## src/rtl/instruction_fetch_unit_pkg.sv

```systemverilog
// Shared definitions for the instruction fetch unit: FSM state encodings,
// the NOP and halt instruction words, and the default sequential PC increment.
package instruction_fetch_unit_pkg;

   localparam logic [1:0] ST_IDLE = 2'd0;
   localparam logic [1:0] ST_RUN  = 2'd1;
   localparam logic [1:0] ST_STEP = 2'd2;
   localparam logic [1:0] ST_HALT = 2'd3;

   typedef enum logic [1:0] {
      IDLE = ST_IDLE,
      RUN  = ST_RUN,
      STEP = ST_STEP,
      HALT = ST_HALT
   } fetch_state_t;

   localparam logic [31:0] NOP_WORD          = 32'h0000_0000;
   localparam logic [31:0] HALT_WORD_DEFAULT = 32'hFFFF_FFFF;
   localparam logic [31:0] PC_STEP_DEFAULT   = 32'd4;

endpackage

```

## src/rtl/instruction_fetch_unit_if.sv

```systemverilog
// Control, redirect, memory and IF/ID signals of the fetch unit.
// master is the fetch unit itself; slave is the surrounding pipeline/debug logic.
interface instruction_fetch_unit_if #(
   parameter int NBITS = 32
);
   logic             i_enable;
   logic             i_mode;
   logic             i_step;
   logic             i_stall;
   logic             i_flush;
   logic             i_branch_taken;
   logic [NBITS-1:0] i_branch_target;
   logic             i_jump;
   logic [NBITS-1:0] i_jump_target;
   logic [NBITS-1:0] i_instruction;
   logic [NBITS-1:0] o_pc;
   logic [NBITS-1:0] o_ifid_instruction;
   logic [NBITS-1:0] o_ifid_pc_plus4;
   logic             o_ifid_valid;
   logic             o_halted;
   logic [NBITS-1:0] o_cycle_count;

   modport master (
      input  i_enable, i_mode, i_step, i_stall, i_flush,
      input  i_branch_taken, i_branch_target, i_jump, i_jump_target, i_instruction,
      output o_pc, o_ifid_instruction, o_ifid_pc_plus4, o_ifid_valid, o_halted, o_cycle_count
   );

   modport slave (
      output i_enable, i_mode, i_step, i_stall, i_flush,
      output i_branch_taken, i_branch_target, i_jump, i_jump_target, i_instruction,
      input  o_pc, o_ifid_instruction, o_ifid_pc_plus4, o_ifid_valid, o_halted, o_cycle_count
   );
endinterface

```

## src/rtl/instruction_fetch_unit_pc_next_select.sv

```systemverilog
// Next-PC priority mux: jump beats branch beats sequential; all arithmetic wraps.
module instruction_fetch_unit_pc_next_select #(
   parameter int               NBITS   = 32,
   parameter logic [NBITS-1:0] PC_STEP = NBITS'(4)
) (
   input  logic [NBITS-1:0] pc,
   input  logic             jump,
   input  logic [NBITS-1:0] jump_target,
   input  logic             branch_taken,
   input  logic [NBITS-1:0] branch_target,
   output logic [NBITS-1:0] next_pc,
   output logic [NBITS-1:0] pc_plus4
);

   assign pc_plus4 = pc + PC_STEP;

   always_comb begin
      next_pc = pc_plus4;
      if (jump) begin
         next_pc = jump_target;
      end else if (branch_taken) begin
         next_pc = branch_target;
      end
   end

endmodule

```

## src/rtl/instruction_fetch_unit.sv

```systemverilog
// IF-stage controller: owns the PC, latches the IF/ID register and gates fetch
// through run / single-step / halt debug control.
//
// state | meaning
// IDLE  | fetch frozen, waiting for enable
// RUN   | one fetch per cycle
// STEP  | one fetch per rising edge of i_step
// HALT  | halt word fetched; only reset leaves
module instruction_fetch_unit
   import instruction_fetch_unit_pkg::*;
#(
   parameter int               NBITS     = 32,
   parameter logic [NBITS-1:0] RESET_PC  = NBITS'(4),
   parameter logic [NBITS-1:0] PC_STEP   = NBITS'(PC_STEP_DEFAULT),
   parameter logic [NBITS-1:0] HALT_WORD = NBITS'(HALT_WORD_DEFAULT)
) (
   input  logic                     i_clk,
   input  logic                     i_reset,
   instruction_fetch_unit_if.master bus
);

   localparam logic [NBITS-1:0] NOP = NBITS'(NOP_WORD);

   fetch_state_t     state_q, state_d;
   logic             step_q;
   logic [NBITS-1:0] pc_q;
   logic [NBITS-1:0] ifid_instr_q;
   logic [NBITS-1:0] ifid_p4_q;
   logic             ifid_valid_q;
   logic [NBITS-1:0] cycle_cnt_q;
   logic             advance;
   logic             halt_hit;
   logic [NBITS-1:0] next_pc;
   logic [NBITS-1:0] pc_plus4;

   instruction_fetch_unit_pc_next_select #(
      .NBITS   (NBITS),
      .PC_STEP (PC_STEP)
   ) u_pc_next_select (
      .pc            (pc_q),
      .jump          (bus.i_jump),
      .jump_target   (bus.i_jump_target),
      .branch_taken  (bus.i_branch_taken),
      .branch_target (bus.i_branch_target),
      .next_pc       (next_pc),
      .pc_plus4      (pc_plus4)
   );

   always_comb begin
      state_d  = state_q;
      advance  = 1'b0;
      case (state_q)
         IDLE: if (bus.i_enable) state_d = bus.i_mode ? STEP : RUN;
         RUN:  advance = 1'b1;
         STEP: advance = bus.i_step & ~step_q;
         HALT: advance = 1'b0;
         default: state_d = IDLE;
      endcase
      halt_hit = advance & ~bus.i_flush & ~bus.i_stall & (bus.i_instruction == HALT_WORD);
      // A halt word fetched on the same cycle enable drops still wins.
      if (state_q == RUN || state_q == STEP) begin
         if (halt_hit) begin
            state_d = HALT;
         end else if (!bus.i_enable) begin
            state_d = IDLE;
         end else begin
            state_d = bus.i_mode ? STEP : RUN;
         end
      end
   end

   always_ff @(posedge i_clk or negedge i_reset) begin
      if (!i_reset) begin
         state_q      <= IDLE;
         step_q       <= 1'b0;
         pc_q         <= RESET_PC;
         ifid_instr_q <= NOP;
         ifid_p4_q    <= '0;
         ifid_valid_q <= 1'b0;
         cycle_cnt_q  <= '0;
      end else begin
         state_q <= state_d;
         step_q  <= bus.i_step;
         // Drain the halt word downstream once, then IF/ID sits at NOP.
         if (state_q == HALT) begin
            ifid_instr_q <= NOP;
            ifid_valid_q <= 1'b0;
         end else if (advance) begin
            if (cycle_cnt_q != '1) cycle_cnt_q <= cycle_cnt_q + NBITS'(1);
            if (bus.i_flush) begin
               ifid_instr_q <= NOP;
               ifid_valid_q <= 1'b0;
               pc_q         <= next_pc;
            end else if (!bus.i_stall) begin
               ifid_instr_q <= bus.i_instruction;
               ifid_p4_q    <= pc_plus4;
               ifid_valid_q <= 1'b1;
               if (!halt_hit) pc_q <= next_pc;
            end
         end
      end
   end

   assign bus.o_pc               = pc_q;
   assign bus.o_ifid_instruction = ifid_instr_q;
   assign bus.o_ifid_pc_plus4    = ifid_p4_q;
   assign bus.o_ifid_valid       = ifid_valid_q;
   assign bus.o_halted           = (state_q == HALT);
   assign bus.o_cycle_count      = cycle_cnt_q;

endmodule

```

## src/flat_wrapper.sv

```systemverilog
// flat-port wrapper written by rule: the top's interface ports become plain ports
module instruction_fetch_unit_flat import instruction_fetch_unit_pkg::*;
#(
   parameter int               NBITS     = 32,
   parameter logic [NBITS-1:0] RESET_PC  = NBITS'(4),
   parameter logic [NBITS-1:0] PC_STEP   = NBITS'(PC_STEP_DEFAULT),
   parameter logic [NBITS-1:0] HALT_WORD = NBITS'(HALT_WORD_DEFAULT)
)
  (i_clk, i_reset, bus_i_enable, bus_i_mode, bus_i_step, bus_i_stall, bus_i_flush, bus_i_branch_taken, bus_i_branch_target, bus_i_jump, bus_i_jump_target, bus_i_instruction, bus_o_pc, bus_o_ifid_instruction, bus_o_ifid_pc_plus4, bus_o_ifid_valid, bus_o_halted, bus_o_cycle_count);
  instruction_fetch_unit_if #(.NBITS(NBITS)) bus_i ();
  input  logic i_clk;
  input  logic i_reset;
  input wire logic [$bits(bus_i.i_enable)-1:0] bus_i_enable;
  input wire logic [$bits(bus_i.i_mode)-1:0] bus_i_mode;
  input wire logic [$bits(bus_i.i_step)-1:0] bus_i_step;
  input wire logic [$bits(bus_i.i_stall)-1:0] bus_i_stall;
  input wire logic [$bits(bus_i.i_flush)-1:0] bus_i_flush;
  input wire logic [$bits(bus_i.i_branch_taken)-1:0] bus_i_branch_taken;
  input wire logic [$bits(bus_i.i_branch_target)-1:0] bus_i_branch_target;
  input wire logic [$bits(bus_i.i_jump)-1:0] bus_i_jump;
  input wire logic [$bits(bus_i.i_jump_target)-1:0] bus_i_jump_target;
  input wire logic [$bits(bus_i.i_instruction)-1:0] bus_i_instruction;
  output wire logic [$bits(bus_i.o_pc)-1:0] bus_o_pc;
  output wire logic [$bits(bus_i.o_ifid_instruction)-1:0] bus_o_ifid_instruction;
  output wire logic [$bits(bus_i.o_ifid_pc_plus4)-1:0] bus_o_ifid_pc_plus4;
  output wire logic [$bits(bus_i.o_ifid_valid)-1:0] bus_o_ifid_valid;
  output wire logic [$bits(bus_i.o_halted)-1:0] bus_o_halted;
  output wire logic [$bits(bus_i.o_cycle_count)-1:0] bus_o_cycle_count;
  assign bus_i.i_enable = bus_i_enable;
  assign bus_i.i_mode = bus_i_mode;
  assign bus_i.i_step = bus_i_step;
  assign bus_i.i_stall = bus_i_stall;
  assign bus_i.i_flush = bus_i_flush;
  assign bus_i.i_branch_taken = bus_i_branch_taken;
  assign bus_i.i_branch_target = bus_i_branch_target;
  assign bus_i.i_jump = bus_i_jump;
  assign bus_i.i_jump_target = bus_i_jump_target;
  assign bus_i.i_instruction = bus_i_instruction;
  assign bus_o_pc = bus_i.o_pc;
  assign bus_o_ifid_instruction = bus_i.o_ifid_instruction;
  assign bus_o_ifid_pc_plus4 = bus_i.o_ifid_pc_plus4;
  assign bus_o_ifid_valid = bus_i.o_ifid_valid;
  assign bus_o_halted = bus_i.o_halted;
  assign bus_o_cycle_count = bus_i.o_cycle_count;
  instruction_fetch_unit #(.NBITS(NBITS), .RESET_PC(RESET_PC), .PC_STEP(PC_STEP), .HALT_WORD(HALT_WORD)) u_core (.i_clk(i_clk), .i_reset(i_reset), .bus(bus_i));
endmodule
```

## config.mk

```make
export PLATFORM = sky130hd
export DESIGN_NAME = instruction_fetch_unit_flat
export DESIGN_NICKNAME = d
export VERILOG_FILES = /design/src/rtl/instruction_fetch_unit_pkg.sv /design/src/rtl/instruction_fetch_unit_if.sv /design/src/rtl/instruction_fetch_unit_pc_next_select.sv /design/src/rtl/instruction_fetch_unit.sv /design/src/flat_wrapper.sv
export SDC_FILE = /design/constraint.sdc
export NUM_CORES = 1
export LEC_CHECK = 0
export CORE_MARGIN = 4
export CORE_UTILIZATION = 45
export CTS_BUF_LIST = sky130_fd_sc_hd__clkbuf_4
export DETAILED_ROUTE_END_ITERATION = 8
export GPL_TIMING_DRIVEN = 0
export HOLD_SLACK_MARGIN = 0.12
export PLACE_DENSITY = 0.79
export SLEW_MARGIN = 20
export SYNTH_ARGS = -nofsm -noshare
export SYNTH_HDL_FRONTEND = slang
export SYNTH_HIERARCHICAL = 1
export SYNTH_SLANG_ARGS = --single-unit
```

## constraint.sdc

```tcl
create_clock -name i_clk -period 2.64 [get_ports i_clk]
set_clock_uncertainty 0.2 [all_clocks]
set_input_delay 0.264 -clock i_clk [delete_from_list [all_inputs] [get_ports i_clk]]
set_output_delay 0.264 -clock i_clk [all_outputs]
set_load 0.005 [all_outputs]
```

# ---- Yosys cells after proc, flatten, opt, wreduce, memory -nomap -nowiden
# Index checks and enable logic that the tools add are counted.
dict set report totals {
  reg_bits 132
  in_bits 105
  output_inout_bits 130
  elab_cells 55
}
dict set report classes {
  n_mux 20
  eq_ne 8
  n_addsub 2
  n_reduce_logical 10
  bitwise 8
}
# operator count
set ops {}
lappend ops {{32-bit 2-to-1 mux} 9}
lappend ops {{32-bit by 1-bit adder with 32-bit output, second input constant} 1}
lappend ops {{32-bit by 3-bit adder with 32-bit output, second input constant} 1}
lappend ops {{32-bit == test, second input constant} 1}
lappend ops {{32-bit != test, second input constant} 1}
lappend ops {{2-bit 2-to-1 mux} 6}
lappend ops {{4-bit AND reduction} 2}
lappend ops {{2-bit nonzero test} 3}
lappend ops {{1-bit AND} 4}
lappend ops {{2-bit == test, second input constant} 2}
lappend ops {{1-bit 2-to-1 mux} 4}
lappend ops {{1-bit NOT} 4}
lappend ops {{2-bit AND reduction} 2}
lappend ops {{3-bit by 1-bit != test with 1-bit output, second input constant} 1}
lappend ops {{3-bit AND reduction} 1}
lappend ops {{2-bit by 1-bit == test with 1-bit output, second input constant} 1}
lappend ops {{2-bit logical NOT} 1}
lappend ops {{2-bit by 1-bit != test with 1-bit output, second input constant} 1}
lappend ops {{2-bit != test, second input constant} 1}
lappend ops {{1-bit case mux with 2 select lines} 1}
lappend ops {{1-bit logical OR} 1}

# ---- Depth between registers and ports, before layout
# Gate-level depths: netlist of run 1.
dict set report depth {
  word_depth 9
  depth_mapped 9
  depth_no_buf 7
}

# ---- Modules after synthesis
# The synthesis of run 1 kept the hierarchy.
# mod cells_each n_inst area_per_inst_um2 seq_area_each_um2
set by_module_without_submodules {}
lappend by_module_without_submodules {instruction_fetch_unit 393 1 5475.3 3304.4}
lappend by_module_without_submodules {instruction_fetch_unit_pc_next_select 215 1 1431.4 0.0}

# ---- Worst setup path before layout of run 1
# No wires, ideal clock.
dict set report synth_path {
  kind {register to register}
  startpoint {reg u_core.pc_q[2] (netlist: u_core/bus.o_pc[2])}
  endpoint {reg u_core.pc_q[22] (netlist: u_core/bus.o_pc[22])}
  path_buffers 1
  setup_time_ps 125
  path_stages_with_launch 9
  path_slack_ps 324
  synth_period_minus_slack_ps 2316
  t_arrival_ps 1991
  required_ps 2315
  path_cell_list {dfstp_2 > ha_1 > and3_1 > buf_2 > nand4_1 > nor2_1 > mux2i_1 > a221o_1 > mux2_2}
}
dict set report synth_via {
  elab_chain_len 6
}
# element line
set synth_rtl {}
lappend synth_rtl {{from (decl)} instruction_fetch_unit.sv:26} ;# logic [NBITS-1:0] pc_q;
lappend synth_rtl {{from (signal assigned)} instruction_fetch_unit.sv:93} ;# pc_q <= next_pc;
lappend synth_rtl {{from (signal assigned)} instruction_fetch_unit.sv:98} ;# if (!halt_hit) pc_q <= next_pc;
lappend synth_rtl {{32-bit by 3-bit adder with 32-bit output (*)} instruction_fetch_unit_pc_next_select.sv:15} ;# assign pc_plus4 = pc + PC_STEP;
lappend synth_rtl {{32-bit 2-to-1 mux (*)} instruction_fetch_unit_pc_next_select.sv:21} ;# end else if (branch_taken) begin
lappend synth_rtl {{32-bit 2-to-1 mux (*)} instruction_fetch_unit_pc_next_select.sv:19} ;# if (jump) begin
lappend synth_rtl {{net u_core.next_pc[22]} instruction_fetch_unit.sv:33} ;# logic [NBITS-1:0] next_pc;
lappend synth_rtl {{32-bit 2-to-1 mux} instruction_fetch_unit.sv:98}
lappend synth_rtl {{32-bit 2-to-1 mux} instruction_fetch_unit.sv:94} ;# end else if (!bus.i_stall) begin
lappend synth_rtl {{32-bit 2-to-1 mux (*)} instruction_fetch_unit.sv:90} ;# if (bus.i_flush) begin
# Mark *: on every way through the listed nets, which the timed path passes. The rest lies on a longest branch. The select of a mux whose other input is x is not followed.
# A chain may end at the register's enable or synchronous reset.

# ---- Worst setup path after layout of run 1
dict set report layout_path {
  startpoint {in bus_i_instruction[20]}
  endpoint {reg u_core.pc_q[28] (netlist: u_core/bus.o_pc[28])}
}
dict set report layout_via {
  elab_chain_len 4
}
# element line
set layout_rtl {}
lappend layout_rtl {{from (decl)} flat_wrapper.sv:22} ;# input wire logic [$bits(bus_i.i_instruction)-1:0] bus_i_instruction;
lappend layout_rtl {{32-bit == test} instruction_fetch_unit.sv:59} ;# halt_hit = advance & ~bus.i_flush & ~bus.i_stall & (bus.i_instruction == HALT_WORD);
lappend layout_rtl {{1-bit AND} instruction_fetch_unit.sv:59}
lappend layout_rtl {{2-bit != test (no source line)} n/a}
lappend layout_rtl {{4-bit AND reduction (no source line)} n/a}
# No other way between the ends.

==> results of run 1 <==
## flip-flops by register name (all words and copies together), names as in the netlist
| name | cells |
|---|---|
| u_core/bus.o_ifid_valid | 1 |
| u_core/bus.o_ifid_instruction | 32 |
| u_core/step_q | 1 |
| u_core/bus.o_ifid_pc_plus4 | 32 |
| u_core/bus.o_cycle_count | 32 |
| u_core/state_q | 2 |
| u_core/bus.o_pc | 32 |
## placed cells by master (no fill, tap or decap), types with 15 or more instances in the layout
cell type	count
a22o_1	38
clkbuf_4	18
clkdlybuf4s50_1	231
dfrtp_1	131
dlygate4sd3_1	15
mux2_2	66
mux2i_1	19
nand2_1	47
nand3_1	20
nand4_1	28
nor3_1	20
o21ai_0	21
xnor2_1	19
xor2_1	32
## critical path, delay by kind of cell
family | cells | cell delay (ns)
buffers and inverters | 3 | 1.37
AND/OR/NAND/NOR | 4 | 0.77
multiplexers | 1 | 0.38
## per-layer routing
layer  vias to the layer above  GRT usage [%]  share of wire [%]
met5                         -              0                  0
met4                         0          9.977                2.7
met3                        43          4.885                5.9
met2                       274          39.62                 50
met1                      3010          29.92                 41
li1                       2786              -                  -
## power breakdown
part	switching, mW	internal (mW)
combinational	1.44	2.42
clock	0.804	0.680
sequential	0.743	2.76
total	2.99	5.85
## per-stage QoR
step | util [%] | cells | setup slack (ns)
2_1_floorplan | - | 608 | 0.3240
3_3_place_gp | 62.55 | 1029 | -4.059
3_5_place_dp | 62.77 | 1030 | -0.2855
4_1_cts | 65.96 | 1077 | 0.01089
5_1_grt | 66.41 | 1084 | -0.04367
6_report | 66.43 | 1085 | 0.07422
## worst paths after layout
kind                                         startpoint                               end
worst max-delay path              bus_i_instruction[20]               u_core/bus.o_pc[28]
worst min-delay path               bus_i_instruction[2]  u_core/bus.o_ifid_instruction[2]
worst max register to register       u_core/bus.o_pc[2]               u_core/bus.o_pc[30]
worst min register to register  u_core/bus.o_ifid_valid           u_core/bus.o_ifid_valid
max in group asynchronous                       i_reset                 u_core/state_q[1]
min in group asynchronous                       i_reset    u_core/bus.o_ifid_pc_plus4[10]
## kinds of logic (layout without fill, tap and decap cells)
logic type      Yosys count  count (layout)  share of synthesized area, %
compound gates           91              91                         9.764
other cells               0               3                             0
mux                      86              86                         13.68
simple gates            198             198                         17.79
buf+inv                  43             329                         3.134
xor+xnor                 52              52                         6.703
flops                   132             132                         47.84
fa+ha+maj                 6               6                         1.087
## layout make-up
| cell class | count | area [µm²] | share of cell area (%) |
|---|---|---|---|
| clock inverter | 14 | 176.4 | 1.754 |
| tap | 188 | 235.2 | 2.338 |
| timing repair buffer | 254 | 2550 | 25.35 |
| buffer | 34 | 200.2 | 1.990 |
| multi-input combinational | 433 | 3418 | 33.98 |
| antenna | 3 | 7.507 | 0.07462 |
| sequential | 132 | 3304 | 32.84 |
| clock buffer | 18 | 135.1 | 1.343 |
| inverter | 9 | 33.78 | 0.3358 |
## repair_timing
item	in CTS	in global routing
gates resized for setup	7	7
setup buffers	1	5
endpoints found under the setup margin	50	65
hold buffers	14	1
pin swaps	1	4
hold endpoints to repair	143	1
==> summary.txt, run 1 <==
Floorplanning
  – Core area: 0.01515 mm²
  – # rows: 45
  – Die area: 0.01739 mm²
  – Die width: 131.9 µm
  – Initial Util: 45.60%
  – Number of primary I/O pins: 235
  – Die height: 131.9 µm

Final layout
  – Final net count: 992
  – Layout cells sized above 1: 17.90%
  – Design Area, Final: 0.01006 mm²
  – Area grow syn2layout: 45.67%
  – Fill cell count: 1136

STA
  – Worst hold slack: 0.1850 ns
  – Minimum clock period: 2.566 ns
  – Final setup fails: 0
  – Final period util: 97.19%
  – Final Hold Fails: 0
  – Actual slew at the worst max-slew pin: 0.6624 ns
  – Slew HR: 55.84%
  – Setup_tns: 0 ns
  – Peak Freq: 0.3897 GHz
  – Fin. max-slew vios: 0
  – RSZ-0062 raised after global routing: true

Synthesis
  – Syn_nets: 719
  – Syn_area_per_cell: 11.36 µm²
  – Seq/Total Area, Yosys: 47.84%
  – Count leader, synth: dfrtp_1
  – Synthesized flop and latch total: 132
  – Top_reg_cell synth: dfrtp_1
  – Number of enable flip-flop cells after synthesis: 0
  – YS warnings: 6
  – Post-synth top area share: 47.46%
  – Synth cell count leaders: dfrtp_1, mux2_2, nand2_1
  – Distinct cells, synth: 59
  – Cells after Synth: 608
  – Mapped cell area: 0.006907 mm²
  – Top cells by area, synth: dfrtp_1, mux2_2, a22o_1, xor2_1, mux2i_1
  – Async SR Flop Fraction: 100.0%
  – Synth area leader: dfrtp_1

Global route
  – Global-route wire length before repair: 33610 µm
  – All-layer global routing usage: 23.67%
  – Largest net degree at the start of global routing: 71
  – Antenna violations before repair: 2
  – Vias in the first global route: 6461
  – Total gr overflow: 0

Route
  – Final ANT Viol Nets: 0
  – Starting DRT DRC Count: 510
  – Post-DR wirelength/cell: 19.15 µm
  – DR vias: 6113
  – First-pass DRT Iterations: 5
  – DRC: 0
  – Routed WL: 20780 µm
  – Via density: 5.634

Pwr
  – Total power: 8.844 mW
  – Worst ir drop on vdd: 0.4660 mV
  – Power per standard cell area: 879.1 mW/mm²
  – Static Leak: 4.304 nW

Setup path
  – R2R cell count: 8
  – Slack of the worst reg-to-reg path: 0.09 ns
  – CP endpoint kind: flop
  – Critical path, cell by cell: dlygate4sd3_1 -> clkdlybuf4s50_1 -> nand4_1 -> nor3_1 -> nand4_1 -> nand3_2 -> buf_2 -> mux2_2
  – CP dominant cell by count: nand4_1
  – Worst path max stage delay: 0.54 ns
  – CP max FO: 10
  – Crit Path Class: in -> reg
  – Crit path launch type: input pin
  – CP required: 2.86 ns
  – Arrival @ worst endpoint: 2.78 ns
  – Slowest stage cell, crit path: dlygate4sd3_1

Clock tree
  – Clock sinks: 132
  – CTS tree: built
  – CTS Buffer Depth: 2
  – CTS root buf: clkbuf_4
  – Clock transition at path regs: 0.12 ns
  – Worst skew pair latency: 0.53 ns
  – Total CTS buffers: 17
  – H-tree Lvls: 4

Hold path
  – Hold path depth: 2
  – Hold Path Class: in -> reg

Flow run
  – MaxCap Viol Count: 0

Run status
  – Status: finished, final reports clean

Place
  – RD Place Congestion: 0.8818
  – Port Buf Inserts: 233
  – HPWL Detailed: 15250 µm
  – Placed Area: 0.009507 mm²
Note: power is estimated with default switching activity, not from simulation.
==> run 2, diff against run 1 <==
--- a/config.mk
+++ b/config.mk
@@ -17,3 +17,4 @@
 export SYNTH_HDL_FRONTEND = slang
 export SYNTH_HIERARCHICAL = 1
 export SYNTH_SLANG_ARGS = --single-unit
+export TNS_END_PERCENT = 100
==> results of run 2 <==
No change in the layout: final DEF, timing and power equal those of run 1.
